## src/rtl/sev_seg_scanner.sv

```systemverilog
// Multiplexed common-anode seven-segment scanner: frame-synchronous double-buffered
// display data, 8-level PWM brightness and leading-zero suppression.
module sev_seg_scanner #(
    parameter int NUM_DIGITS = 8,
    parameter int SUB_DIV    = 12500
) (
    input  logic                    clk,
    input  logic                    rst,
    input  logic                    enable,
    input  logic                    load,
    input  logic [4*NUM_DIGITS-1:0] bcd_in,
    input  logic [NUM_DIGITS-1:0]   dp_in,
    input  logic [NUM_DIGITS-1:0]   blank_in,
    input  logic                    lz_suppress,
    input  logic                    hex_mode,
    input  logic [2:0]              brightness,
    output logic [6:0]              seg_out,
    output logic                    dp_out,
    output logic [NUM_DIGITS-1:0]   an_out,
    output logic                    frame_start,
    output logic                    update_pending
);

    localparam int PW = (SUB_DIV > 1) ? $clog2(SUB_DIV) : 1;
    localparam int IW = (NUM_DIGITS > 1) ? $clog2(NUM_DIGITS) : 1;
    localparam logic [PW-1:0] PRE_MAX = PW'(SUB_DIV - 1);
    localparam logic [IW-1:0] IDX_MAX = IW'(NUM_DIGITS - 1);

    logic [PW-1:0] pre;
    logic [2:0]    sub;
    logic [IW-1:0] idx;
    logic          pre_wrap, sub_wrap, boundary, boundary_q;

    logic [4*NUM_DIGITS-1:0] pend_bcd, act_bcd;
    logic [NUM_DIGITS-1:0]   pend_dp, act_dp, pend_blank, act_blank;

    logic [NUM_DIGITS-1:0] supp;
    logic                  scanning;
    logic [3:0]            cur_code;
    logic                  cur_dp, cur_dark, lit;
    logic [NUM_DIGITS-1:0] an_next;

    assign pre_wrap = enable && (pre == PRE_MAX);
    assign sub_wrap = pre_wrap && (sub == 3'd7);
    assign boundary = sub_wrap && (idx == IDX_MAX);

    always_ff @(posedge clk or negedge rst) begin
        if (!rst) begin
            pre        <= '0;
            sub        <= '0;
            idx        <= '0;
            boundary_q <= 1'b0;
        end else if (enable) begin
            pre        <= pre_wrap ? '0 : pre + 1'b1;
            boundary_q <= boundary;
            if (pre_wrap)
                sub <= sub + 3'd1;
            if (sub_wrap)
                idx <= (idx == IDX_MAX) ? '0 : idx + 1'b1;
        end
    end

    // A load coinciding with the boundary bypasses pending so it is not lost for a frame.
    always_ff @(posedge clk or negedge rst) begin
        if (!rst) begin
            pend_bcd       <= '0;
            pend_dp        <= '0;
            pend_blank     <= '1;
            act_bcd        <= '0;
            act_dp         <= '0;
            act_blank      <= '1;
            update_pending <= 1'b0;
        end else if (load && boundary) begin
            pend_bcd       <= bcd_in;
            pend_dp        <= dp_in;
            pend_blank     <= blank_in;
            act_bcd        <= bcd_in;
            act_dp         <= dp_in;
            act_blank      <= blank_in;
            update_pending <= 1'b0;
        end else if (load) begin
            pend_bcd       <= bcd_in;
            pend_dp        <= dp_in;
            pend_blank     <= blank_in;
            update_pending <= 1'b1;
        end else if (boundary && update_pending) begin
            act_bcd        <= pend_bcd;
            act_dp         <= pend_dp;
            act_blank      <= pend_blank;
            update_pending <= 1'b0;
        end
    end

    // Blanked digits are skipped by the scan rather than terminating it.
    always_comb begin
        supp     = '0;
        scanning = lz_suppress;
        for (int k = NUM_DIGITS - 1; k >= 1; k--) begin
            if (scanning && !act_blank[k]) begin
                if (act_bcd[4*k +: 4] == 4'd0 && !act_dp[k])
                    supp[k] = 1'b1;
                else
                    scanning = 1'b0;
            end
        end
    end

    always_comb begin
        cur_code = '0;
        cur_dp   = 1'b0;
        cur_dark = 1'b1;
        for (int k = 0; k < NUM_DIGITS; k++) begin
            if (idx == IW'(k)) begin
                cur_code = act_bcd[4*k +: 4];
                cur_dp   = act_dp[k];
                cur_dark = act_blank[k] | supp[k];
            end
        end
    end

    assign lit = enable && !cur_dark && (sub <= brightness);

    always_comb begin
        an_next = '1;
        for (int k = 0; k < NUM_DIGITS; k++)
            an_next[k] = !(lit && idx == IW'(k));
    end

    function automatic logic [6:0] decode(input logic [3:0] code, input logic hex);
        logic [6:0] s;
        case (code)
            4'h0: s = 7'h40;
            4'h1: s = 7'h79;
            4'h2: s = 7'h24;
            4'h3: s = 7'h30;
            4'h4: s = 7'h19;
            4'h5: s = 7'h12;
            4'h6: s = 7'h02;
            4'h7: s = 7'h78;
            4'h8: s = 7'h00;
            4'h9: s = 7'h10;
            4'hA: s = 7'h08;
            4'hB: s = 7'h03;
            4'hC: s = 7'h46;
            4'hD: s = 7'h21;
            4'hE: s = 7'h06;
            default: s = 7'h0E;
        endcase
        if (!hex && code >= 4'd10)
            s = 7'h3F;
        return s;
    endfunction

    always_ff @(posedge clk or negedge rst) begin
        if (!rst) begin
            seg_out     <= 7'h7F;
            dp_out      <= 1'b1;
            an_out      <= '1;
            frame_start <= 1'b0;
        end else begin
            seg_out     <= lit ? decode(cur_code, hex_mode) : 7'h7F;
            dp_out      <= ~(lit & cur_dp);
            an_out      <= an_next;
            frame_start <= boundary_q & enable;
        end
    end

endmodule
```

## config.mk

```make
export PLATFORM = sky130hd
export DESIGN_NAME = sev_seg_scanner
export DESIGN_NICKNAME = d
export VERILOG_FILES = /design/src/rtl/sev_seg_scanner.sv
export SDC_FILE = /design/constraint.sdc
export NUM_CORES = 1
export LEC_CHECK = 0
export ABC_AREA = 1
export BUFFER_PORTS_ARGS = -buffer_cell sky130_fd_sc_hd__buf_4
export CAP_MARGIN = 20
export CORE_UTILIZATION = 37
export CTS_CLUSTER_DIAMETER = 100
export DETAILED_ROUTE_END_ITERATION = 8
export SETUP_SLACK_MARGIN = 0.05
export SLEW_MARGIN = 20
export SYNTH_ARGS = -nofsm -noshare
export SYNTH_HDL_FRONTEND = slang
export SYNTH_SLANG_ARGS = --single-unit
```

## constraint.sdc

```tcl
create_clock -name clk -period 2.2 [get_ports clk]
set_input_delay 0.44 -clock clk [delete_from_list [all_inputs] [get_ports clk]]
set_output_delay 0.44 -clock clk [all_outputs]
set_load 0.05 [all_outputs]
```

Word level (Yosys, flattened, before mapping)
Memories as Yosys holds them, arrays and structs flattened.
Cells that the tools add are included.
- memory bits (read-only): 112
- memories kept: 1
- logic and storage cells: 181
- output and inout bits: 18
- register bits: 135
- reduce and logical (&&, ||, !) cells: 68
- add/sub/neg operators: 3
- $lt $le $gt $ge: 2
- equality and inequality tests: 10
- muxes and demuxes: 72
- bitwise gates (word level): 10
- memory list (name ; words ; width ; read ports ; clocked after memory_dff ; wr ports ; RTL line ; text):
    (no name shown) ; 16 ; 7 ; 1 ; 0 ; 0 ; 131 ; case (code)
- operators with widths (kind ; number):
    2-to-1 mux 32 bit ; 5
    2-to-1 mux 8 bit ; 10
    2-to-1 mux 1 bit ; 45
    2-to-1 mux 4 bit ; 8
    logical AND 1 bit ; 30
    logical NOT 4 bit ; 7
    logical NOT 1 bit ; 24
    == test 3 bit, second input constant ; 5
    adder 14 x 1 -> 14 bit, second input constant ; 1
    == test 14 bit, second input constant ; 1
    2-to-1 mux 14 bit ; 1
    2-to-1 mux 7 bit ; 2
    OR 1 bit ; 7
    adder 3 x 1 -> 3 bit, second input constant ; 2
    == test 3 x 2 -> 1 bit, second input constant ; 2
    AND reduction 2 bit ; 3
    >= comparator 4 bit, second input constant ; 1
    nonzero test 2 bit ; 2
    == test 3 x 1 -> 1 bit, second input constant ; 1
    less-or-equal comparator 3 bit ; 1
    logical NOT 3 bit ; 1
    2-to-1 mux 3 bit ; 1
    nonzero test 3 bit ; 1
    AND 1 bit ; 2
    other kinds (2) ; 2

Logic depth before layout (Yosys ltp)
Gate-level depths: netlist of run 1.
- depth after elaboration: 29
- mapped depth: 21
- gate-level depth less buffers: 20

Worst setup path before layout of run 1
Ideal clock, no wire load.
- path type: reg2reg
- from: register idx[0]
- to: register seg_out[3]
- buffers on the path: 0
- stages on the path, launching flop included: 17
- data required time: 2.112 ns
- path slack: -0.025 ns
- arrival: 2.137 ns
- period minus slack after synthesis: 2.225 ns
- cell sequence: dfrtp_1 -> ha_1 -> ha_1 -> inv_1 -> nand3_1 -> nand3_1 -> nand3_1 -> nand2_1 -> nand2_1 -> nand2_1 -> inv_1 -> ha_1 -> nand3_1 -> nand3_1 -> nand2_1 -> inv_1 -> nand3_1
- word-level cells in the longest chain between the ends: 13
- elaborated cells between the ends (all ways): 32
- those cells by class: 1 x order compare; 7 x eq/ne; 18 x mux; 5 x reduce/logical; 1 x memory
- ends and longest elaborated chain (what ; RTL line ; text):
    start: declaration ; 31 ; logic [IW-1:0] idx;
    start signal: assignment ; 59 ; idx <= (idx == IDX_MAX) ? '0 : idx + 1'b1;
    logical NOT 3 bit ; 113 ; if (idx == IW'(k)) begin
    2-to-1 mux 4 bit / 2-to-1 mux 1 bit (equally long branches) (8 in a row) ; 113 ;
    >= comparator 4 bit / logical NOT 1 bit (equally long branches) ; 149, 121 ;
    logical AND 1 bit (on tied branches) ; 149, 121 ;
    2-to-1 mux 7 bit / logical AND 1 bit (equally long branches) ; 149, 121 ;
    2-to-1 mux 7 bit (*) ; 161 ; seg_out <= lit ? decode(cur_code, hex_mode) : 7'h7F;
    end signal: assignment ; 161 ;
    end: declaration ; 17 ; output logic [6:0] seg_out,
Every way passes the cells marked *; elsewhere a longest branch is shown, timed or not.
A chain may end at the register's enable or synchronous reset.

Worst setup path after layout of run 1
- from: register idx[0]
- to: register seg_out[6]
The elaborated chain is that of the path after synthesis.

==> impl_metrics.csv, run 1 <==
group,metric,value,unit
outcome,outcome,"complete, no violations",
worst_setup_path,r2r_setup_slack,50,ps
routing,num_vias,4994,
yosys,synth_cells,690,
place,portBuffers,74,
routing,wl_per_cell,14.5,µm
final_layout,n_antenna_cell,0,
global_routing,antenna_found_initial,0,
sta,fmax,0.464,GHz
final_layout,fill_cells,1539,
die,die_h,134,µm
yosys,synth-edff-count,0,
worst_hold_path,min_path_cells,2,
power,pwr-share-comb,7.6,%
sta,period_share,97.9,%
final_layout,nets,888,
global_routing,grt_usage,17.7,%
global_routing,grt_overflow,0,
clocking,cts_made_buffers,17,
die,initial_core_util,38.3,%
worst_hold_path,hp-class,"in -> reg",
clocking,cts_tree,"built",
yosys,async_flop_share,100,%
final_layout,final_cell_mix,"138 x nand2_1, 110 x buf_4, 101 x dfrtp_1, 89 x inv_1, 57 x mux2_2",
power,peakVddDrop,533,µV
yosys,ys_warn_count,0,
final_layout,final_area,8770,µm²
yosys,synth.distinct_cells,36,
place,dp_hpwl,10600,µm
place,dp_slack,-61.2,ps
power,p_per_area,743,nW/µm²
power,power,6.52,mW
final_layout,finalNonFillerCells,1046,
power,pwr-share-seq,42.1,%
die,rows,47,
routing,drt_iter0_markers,226,
clocking,clk_latency,420,ps
yosys,ys_seq_elements,135,
worst_setup_path,rr_endpoint,"seg_out[6]",
clocking,cts_buffer_depth,2,
yosys,seq_area_frac_synth,53.0,%
sta,finalSetupViolCount,0,
sta,hold_viol,0,
final_layout,drive_gt1_share,38.7,%
place,gp_congestion,0.849,
worst_setup_path,startpoint_type,"flop",
power,leakagePower,4.20,nW
place,placed_cells,1002,
yosys,synth.net_count,765,
power,p_sw_share,21.2,%
routing,ant_nets,0,
yosys,synthFlopType,"dfrtp_1",
global_routing,grt_max_degree,51,
routing,dr.pass1.iters,4,
sta,layout_setup_ws,45.2,ps
sta,rsz0062_at_grt,"true",
final_layout,final_common_cell,"nand2_1",
sta,min_period,2150,ps
global_routing,grt_pass1_vias,4954,
routing,routed_wl,15100,µm
sta,drv_slew,0,
worst_setup_path,cp.required,2560,ps
sta,slew_headroom,73.6,%
yosys,syn_area,6450,µm²
worst_hold_path,whs_endpoint,"pend_bcd[10]",
global_routing,grt_pass1_wl,24500,µm
worst_setup_path,critPathCaptureType,"flop",
die,pin_count,75,
clocking,cts.sinks,135,
final_layout,area_growth,36.0,%
place,post_dp_cell_area,7540,µm²
clocking,path_clk_slew,60,ps
routing,drcViolationCount,0,
yosys,avgSynthCellArea,9.35,µm²
die,die_x,134,µm
power,clkPwrFrac,50.3,%
worst_hold_path,hold_start,"bcd_in[10]",
power,p_switching,1.38,mW
job,maxCapViolCount,0,
final_layout,multi_input_area,2950,µm²
worst_setup_path,reg2regPathDepth,20,
power,p_int,5.13,mW
worst_setup_path,cp_data_arrival_time,2510,ps
clocking,htree_levels,4,
die,die_area,18000,µm²
final_layout,register_area,3420,µm²
routing,viasPerCell,4.77,
clocking,clockRootBuffer,"clkbuf_16",
worst_setup_path,critPathMaxFanout,7,
worst_setup_path,r2r-start,"idx[0]",
die,core_area,16800,µm²
sta,clock_skew,6.97,ps
worst_setup_path,crit_type,"reg -> reg",
sta,worst_pin_slew,397,ps
-- power by group through the flow --
stage	Sequential [mW]	Clock [mW]	Combinational, mW
2_1_floorplan	2.76	0	0.296
3_3_place_gp	2.78	0	0.493
3_5_place_dp	2.78	0	0.499
4_1_cts	2.74	3.32	0.503
5_1_grt	2.76	3.44	0.566
6_report	2.74	3.28	0.495
-- layer usage --
metal	track usage, %	wire (µm)	up-vias
li1	-	-	2462
met1	23.9	7150	2404
met2	27.9	6960	109
met3	4.08	749	19
met4	5.99	261	0
met5	0	0	-
-- worst max-delay path, cell delays in order (launching register included) --
cell and delay, ps:
dfrtp_2 450, buf_6 140, ha_4 180, buf_4 160, nand3_1 70, nand2_1 50
inv_1 40, nand2_1 50, nand2_1 60, nand2_1 60, nand2_1 70, nand2_2 70
nand2_4 90, nand2_8 90, nand2_8 110, nand3_2 90, nand2_2 80, nand2_1 50
nand2_1 70, nand2_1 50, nand2_1 60
-- Yosys cell counts (2+ instances only) --
library cell	instances	share of area, %
ha_1	18	3.5
a21oi_1	19	1.5
inv_2	4	0.23
buf_2	8	0.62
mux2_2	57	10
buf_1	3	0.17
dfstp_2	32	13
nand4_1	4	0.39
nand2_1	157	9.1
buf_4	5	0.58
nand2_4	3	0.52
inv_1	98	5.7
clkbuf_1	4	0.23
dfrtp_1	103	40
nand3_1	49	3.8
a31oi_1	2	0.19
nor3_1	6	0.47
o21ai_0	51	4.0
nor2_2	2	0.19
mux2i_1	10	1.6
nand3b_1	2	0.23
nor2_1	39	2.3
-- stage by stage --
step / hold slack (ps) / TNS [ps] / utilization (%)
after detailed placement: 382 / -302 / 44.8
after global placement: 381 / -13.9 / 44.8
final: 270 / 0 / 52.1
after floorplan: 144 / 0 / -
after CTS: 259 / 0 / 50.5
after global routing: 260 / -643 / 52.1
-- sequential cells by signal (all words and copies together), names as in the netlist --
signal,cells
pre,14
idx,3
seg_out,7
act_bcd,32
dp_out,1
boundary_q,1
act_dp,8
an_out,8
pend_dp,8
act_blank,8
frame_start,1
pend_blank,8
sub,3
update_pending,1
pend_bcd,32
-- what timing repair did --
action,in CTS,in global routing
buffers inserted,7,3
hold buffers,1,0
gates cloned,0,1
pin swaps,22,33
gates resized for setup,48,54
endpoints found under the hold margin,28,0
setup endpoints to repair,7,26
-- cell families (layout without fill, tap and decap cells) --
logic type	Yosys count	in the layout	synth area share, %
simple gates	267	267	17.7
flops	135	135	53.0
buf+inv	122	258	7.55
compound gates	80	80	6.60
mux	67	67	11.5
fa+ha+maj	18	18	3.49
xor+xnor	1	1	0.136
-- area by class of cell --
type | instances | share of cell area [%]
well taps | 220 | 3.14
multi-input cells | 433 | 33.6
clock inverters | 8 | 2.17
repair buffers | 124 | 11.9
inverters | 102 | 4.57
clock buffers | 24 | 5.61
flip-flops and latches | 135 | 39.0
-- how the worst max path moves through the flow --
stage          startpoint  cells past startpoint  slack, ps    endpoint
2_1_floorplan      idx[0]                     19         70  seg_out[3]
5_1_grt            idx[0]                     20        -80  seg_out[6]
3_3_place_gp       idx[1]                     14        -10  seg_out[4]
4_1_cts            idx[0]                     17         60  seg_out[6]
3_5_place_dp       idx[1]                     19        -60  seg_out[6]
6_report           idx[0]                     20         50  seg_out[6]
No activity file was read; power rests on OpenSTA's default activity.
==> inputs of run 2 (changes only) <==
- PLACE_DENSITY: not set -> 0.61
==> run 2 against run 1 <==
Setup slack lost 62 ps; clock skew rose by 1.2 ps; first-iteration DRC count rose by 17%; maximum frequency shrank 2.8%; hold slack is essentially flat; the run now ends with setup timing left; count of clock-buffer cells in the layout shrank 5.
==> impl_metrics.csv, run 2 (synthesized netlist as in run 1, its figures left out) <==
group,metric,value,unit
power,p_per_area,688,nW/µm²
worst_setup_path,rr_endpoint,"seg_out[1]",
final_layout,reg_top3,"act_bcd x32, pend_bcd x32, pre x14",
sta,min_period,2220,ps
worst_hold_path,min_path_cells,2,
final_layout,drive_gt1_share,40.0,%
outcome,outcome,"finished, violations left",
routing,ant_nets,0,
final_layout,final_cell_mix,"134 x nand2_1, 102 x dfrtp_1, 97 x buf_4, 87 x inv_1, 57 x mux2_2",
die,die_h,134,µm
power,pwr-share-seq,45.9,%
worst_hold_path,hold_start,"bcd_in[5]",
sta,rsz0062_at_grt,"true",
power,pwr-share-comb,8.5,%
final_layout,area_growth,34.8,%
global_routing,antenna_found_initial,0,
worst_setup_path,r2r_setup_slack,-20,ps
sta,period_share,101,%
final_layout,fill_cells,1501,
worst_setup_path,critPathCaptureType,"flop",
sta,worst_pin_slew,411,ps
sta,drv_slew,0,
worst_setup_path,reg2regPathDepth,16,
routing,drcViolationCount,0,
worst_setup_path,cp_data_arrival_time,2580,ps
routing,dr.pass1.iters,5,
clocking,cts_tree,"built",
die,pin_count,75,
clocking,clockRootBuffer,"clkbuf_16",
worst_setup_path,crit_start,"idx[0]",
routing,num_vias,5025,
routing,drt_iter0_markers,264,
outcome,violations,"setup timing",
die,die_area,18000,µm²
sta,slew_headroom,72.6,%
sta,finalSetupViolCount,1,
worst_setup_path,cp.required,2560,ps
global_routing,grt_usage,17.3,%
global_routing,grt_max_degree,53,
place,dp_hpwl,10700,µm
worst_setup_path,startpoint_type,"flop",
global_routing,grt_pass1_wl,24000,µm
power,peakVddDrop,538,µV
power,leakagePower,4.14,nW
place,gp_congestion,0.874,
worst_setup_path,r2r-start,"idx[0]",
routing,wl_per_cell,14.5,µm
clocking,cts_buffer_depth,2,
global_routing,grt_overflow,0,
final_layout,n_antenna_cell,0,
worst_setup_path,critPathMaxFanout,6,
clocking,cts.sinks,135,
global_routing,grt-busiest-layer,"met2",
place,portBuffers,74,
die,rows,47,
power,p_sw_share,23.4,%
place,dp_slack,-41.7,ps
routing,routed_wl,15100,µm
final_layout,final_util,51.7,%
final_layout,final_common_cell,"nand2_1",
worst_hold_path,whs_endpoint,"pend_bcd[5]",
worst_setup_path,crit_type,"reg -> reg",
die,die_x,134,µm
routing,viasPerCell,4.83,
clocking,cts_made_buffers,17,
sta,fmax,0.451,GHz
power,clkPwrFrac,45.6,%
clocking,clk_latency,420,ps
sta,hold_viol,0,
worst_hold_path,hp-class,"in -> reg",
clocking,htree_levels,4,
clocking,path_clk_slew,60,ps
global_routing,met3_usage,4.76,%
global_routing,use_met1,23.8,%
power,p_int,4.58,mW
global_routing,grtUsageMet2,26.3,%
sta,layout_setup_ws,-16.8,ps
power,p_switching,1.40,mW
sta,clock_skew,8.20,ps
sta,tns,-16.8,ps
die,initial_core_util,38.3,%
job,maxCapViolCount,0,
die,core_area,16800,µm²
global_routing,grt_pass1_vias,4828,
final_layout,nets,883,
## run 2: critical path, stage by stage (launching register included)
cell and delay [ps]:
dfrtp_2 470, ha_4 190, ha_4 170, inv_2 80, buf_6 120, o21ai_1 60
inv_1 50, nand2_1 60, nand2_2 60, nand2_1 50, nand2_1 80, nand2_2 80
a21boi_1 290, nand3_1 160, nand3_1 100, nand2_1 70, nand3_2 70
## run 2: repair_timing
| item | CTS | global route |
|---|---|---|
| setup endpoints to repair | 7 | 39 |
| pin swaps | 5 | 40 |
| resized for setup | 33 | 83 |
| setup buffers | 5 | 8 |
| gates cloned | 0 | 3 |
| hold buffers | 1 | 0 |
| endpoints found under the hold margin | 35 | 0 |
## run 2: worst max-delay path by stage
stage | endpoint | slack [ps] | cells past startpoint
2_1_floorplan | seg_out[3] | 70 | 19
3_3_place_gp | seg_out[3] | 20 | 19
3_5_place_dp | seg_out[3] | -40 | 15
4_1_cts | seg_out[3] | 50 | 19
5_1_grt | seg_out[1] | -160 | 17
6_report | seg_out[1] | -20 | 16
## run 2: cell type report
cell class	count	area, µm²	share of cell area [%]
Clock buffer	19	443	5.10
Clock inverter	13	131	1.51
Inverter	102	400	4.61
Multi-Input combinational cell	433	2970	34.1
Sequential cell	135	3420	39.3
Tap cell	220	275	3.17
Timing Repair Buffer	119	1050	12.1
## run 2: through the flow
| stage | hold WS [ps] | cell area [µm²] | cells | power, mW |
|---|---|---|---|---|
| 3_5_place_dp | 386 | 7480 | 994 | 3.28 |
| 4_1_cts | 257 | 8240 | 1032 | 6.03 |
| 6_report | 271 | 8690 | 1041 | 5.98 |
| 3_3_place_gp | 391 | 7480 | 994 | 3.27 |
| 2_1_floorplan | 144 | 6460 | 690 | 3.06 |
| 5_1_grt | 260 | 8690 | 1041 | 6.21 |
## run 2: per-layer routing
layer | part of all wire (%) | wire length [µm] | up-vias
li1 | - | - | 2456
met1 | 46 | 6990 | 2400
met2 | 46 | 7030 | 141
met3 | 5.4 | 811 | 28
met4 | 1.9 | 294 | 0
met5 | 0 | 0 | -
## run 2: power by group through the flow
stage | logic (mW) | clock network, mW | registers (mW)
after floorplan | 0.296 | 0 | 2.76
after detailed placement | 0.501 | 0 | 2.78
after global routing | 0.570 | 2.88 | 2.76
after CTS | 0.503 | 2.79 | 2.74
after global placement | 0.490 | 0 | 2.78
final | 0.507 | 2.73 | 2.74
==> inputs of run 3 (changes only) <==
- ABC_AREA: 1 -> not set
==> run 3 against run 2 <==
The run still ends with setup timing left; routed wire length grew 5.7%; utilization grew 0.62 points; non-clock buffer count grew 41; critical endpoint is now seg_out[2].
==> impl_metrics.csv, run 3 <==
group,metric,value,unit
yosys,synthTopCellsByArea,"dfrtp_1 39%, mux2_2 14%, dfstp_2 13%",
yosys,synth_most_common_cell,"dfrtp_1",
power,p_per_area,683,nW/µm²
routing,drt_iter0_markers,275,
routing,dr.pass1.iters,4,
yosys,synth.distinct_cells,74,
global_routing,grt_pass1_vias,4807,
power,peakVddDrop,529,µV
job,maxCapViolCount,0,
yosys,avgSynthCellArea,12.6,µm²
final_layout,final_common_cell,"buf_4",
yosys,synthFlopType,"dfrtp_1",
sta,min_period,2500,ps
global_routing,antenna_found_initial,0,
die,die_area,18300,µm²
routing,drcViolationCount,0,
worst_setup_path,slowest_stage,"dfrtp_1",
sta,finalSetupViolCount,41,
sta,fmax,0.399,GHz
sta,worst_pin_slew,670,ps
outcome,outcome,"finished, violations left",
clocking,clockRootBuffer,"clkbuf_16",
worst_setup_path,crit_path_max_incr_delay,410,ps
worst_setup_path,crit_family,"compound AO/OA/AOI/OAI gates",
global_routing,grt_max_degree,73,
routing,routed_wl,16000,µm
place,dp_hpwl,11100,µm
final_layout,area_growth,37.7,%
worst_setup_path,cp.required,2540,ps
clocking,cts_buffer_depth,2,
yosys,syn_area,6570,µm²
final_layout,reg_top3,"act_bcd x32, pend_bcd x32, pre x14",
sta,clock_skew,14.9,ps
yosys,async_flop_share,100,%
worst_setup_path,crit_top_cell,"ha_2",
clocking,path_clk_slew,60,ps
worst_setup_path,crit_type,"reg -> reg",
worst_setup_path,critPathCaptureType,"flop",
worst_setup_path,critPathMaxFanout,10,
outcome,violations,"setup timing",
global_routing,grt_usage,18.0,%
sta,hold_viol,0,
yosys,synth_cells,520,
sta,rsz0062_at_grt,"true",
yosys,synth_top_cell_by_area,"dfrtp_1",
clocking,cts_made_buffers,17,
worst_setup_path,startpoint_type,"flop",
yosys,seq_area_frac_synth,52.1,%
sta,layout_setup_ws,-304,ps
final_layout,final_cell_mix,"139 x buf_4, 103 x dfrtp_1, 76 x mux2_2, 32 x dfstp_2, 25 x nand2_1",
sta,period_share,114,%
worst_setup_path,cp_cell_sequence,"ha_2 -> ha_2 -> buf_4 -> nand3_1 -> o311ai_4 -> a222oi_1 -> inv_1 -> ha_2 -> inv_2 -> buf_6 -> a211oi_2 -> a31oi_1 -> nand3_2",
place,portBuffers,74,
clocking,cts_tree,"built",
die,pin_count,75,
yosys,synth.net_count,595,
clocking,ctsHoldBuffers,0,
clocking,cts.sinks,135,
yosys,synthTopCellsByCount,"103 x dfrtp_1, 79 x mux2_2, 32 x dfstp_2, 28 x nand2_1, 25 x inv_1",
power,leakagePower,4.07,nW
final_layout,drive_gt1_share,58.0,%
die,die_h,135,µm
routing,viasPerCell,5.07,
final_layout,nets,748,
yosys,ys_warn_count,0,
worst_hold_path,hp-class,"in -> async",
routing,num_vias,4621,
clocking,htree_levels,4,
yosys,ys_seq_elements,135,
yosys,synth_top_area_share,39.3,%
die,rows,48,
worst_setup_path,crit_buf_inv,4,
power,power,6.18,mW
routing,ant_nets,0,
place,gp_congestion,0.885,
routing,wl_per_cell,17.5,µm
clocking,clk_latency,430,ps
final_layout,final_util,52.3,%
die,die_x,135,µm
final_layout,n_antenna_cell,0,
global_routing,grt_pass1_wl,25200,µm
sta,slew_headroom,55.3,%
worst_setup_path,cp_data_arrival_time,2840,ps
sta,drv_slew,0,
yosys,synth-edff-count,0,
global_routing,grt_overflow,0,
die,initial_core_util,38.0,%
die,core_area,17300,µm²
==> run 3: cell families after synthesis <==
logic type	Yosys count	share of synthesized area, %
muxes	100	18.3
DFF	135	52.1
xor gates and xnor gates	11	1.47
adders and majority gates	18	3.43
and+or+nand+nor	119	10.3
buffers and inverters	52	3.77
AOI/OAI and AO/OA	85	10.7
==> run 3: path summary, 6_finish.rpt <==
kind	cells past startpoint	startpoint	end	slack (ps)
min reg2reg	1	act_dp[7]	dp_out	490
max reg2reg	13	idx[1]	seg_out[2]	-300
min in group clk	2	blank_in[2]	pend_blank[2]	270
max in group asynchronous	2	rst	an_out[3]	1820
min	2	rst	pend_bcd[31]	40
max	13	idx[1]	seg_out[2]	-300
==> run 3: timing repair <==
action | in CTS | in global routing
hold endpoints to repair | 0 | 0
gates cloned | 0 | 6
endpoints found under the setup margin | 45 | 63
pin swaps | 10 | 13
buffers inserted | 0 | 11
resized for setup | 11 | 56
==> run 3: per-layer routing <==
layer | track usage, % | share of wire (%) | up-vias | wire (µm)
li1 | - | - | 2187 | -
met1 | 25.0 | 47 | 2316 | 7490
met2 | 27.7 | 48 | 101 | 7650
met3 | 4.45 | 3.7 | 17 | 592
met4 | 5.18 | 1.5 | 0 | 246
met5 | 0 | 0 | - | 0
==> run 3: layout make-up <==
class	count	area, µm²
clock buffers	18	439
inverters	26	101
fillers	1532	8250
multi-input cells	333	3240
clock inverters	14	153
flip-flops and latches	135	3420
well taps	225	282
repair buffers	160	1410
==> run 3: through the flow <==
step	instances	area [µm²]	hold WS, ps	setup WS [ps]	setup TNS (ps)
2_1_floorplan	520	6630	144	-362	-2360
3_3_place_gp	864	7880	466	-293	-3210
3_5_place_dp	864	7880	469	-381	-4110
4_1_cts	896	8540	37.9	-293	-3580
5_1_grt	911	9040	54.7	-452	-11090
6_report	911	9040	38.1	-304	-5270
==> run 3: worst reg2reg max path, stage by stage (launching register included) <==
cell,delay [ps]
dfrtp_1,410
ha_2,210
ha_2,170
buf_4,190
nand3_1,140
o311ai_4,100
a222oi_1,370
inv_1,160
ha_2,200
inv_2,60
buf_6,90
a211oi_2,40
a31oi_1,170
nand3_2,90
==> run 3: power by group <==
part / internal [mW] / switching, mW
combinational: 0.311 / 0.290
sequential: 2.66 / 0.104
clock: 1.70 / 1.11
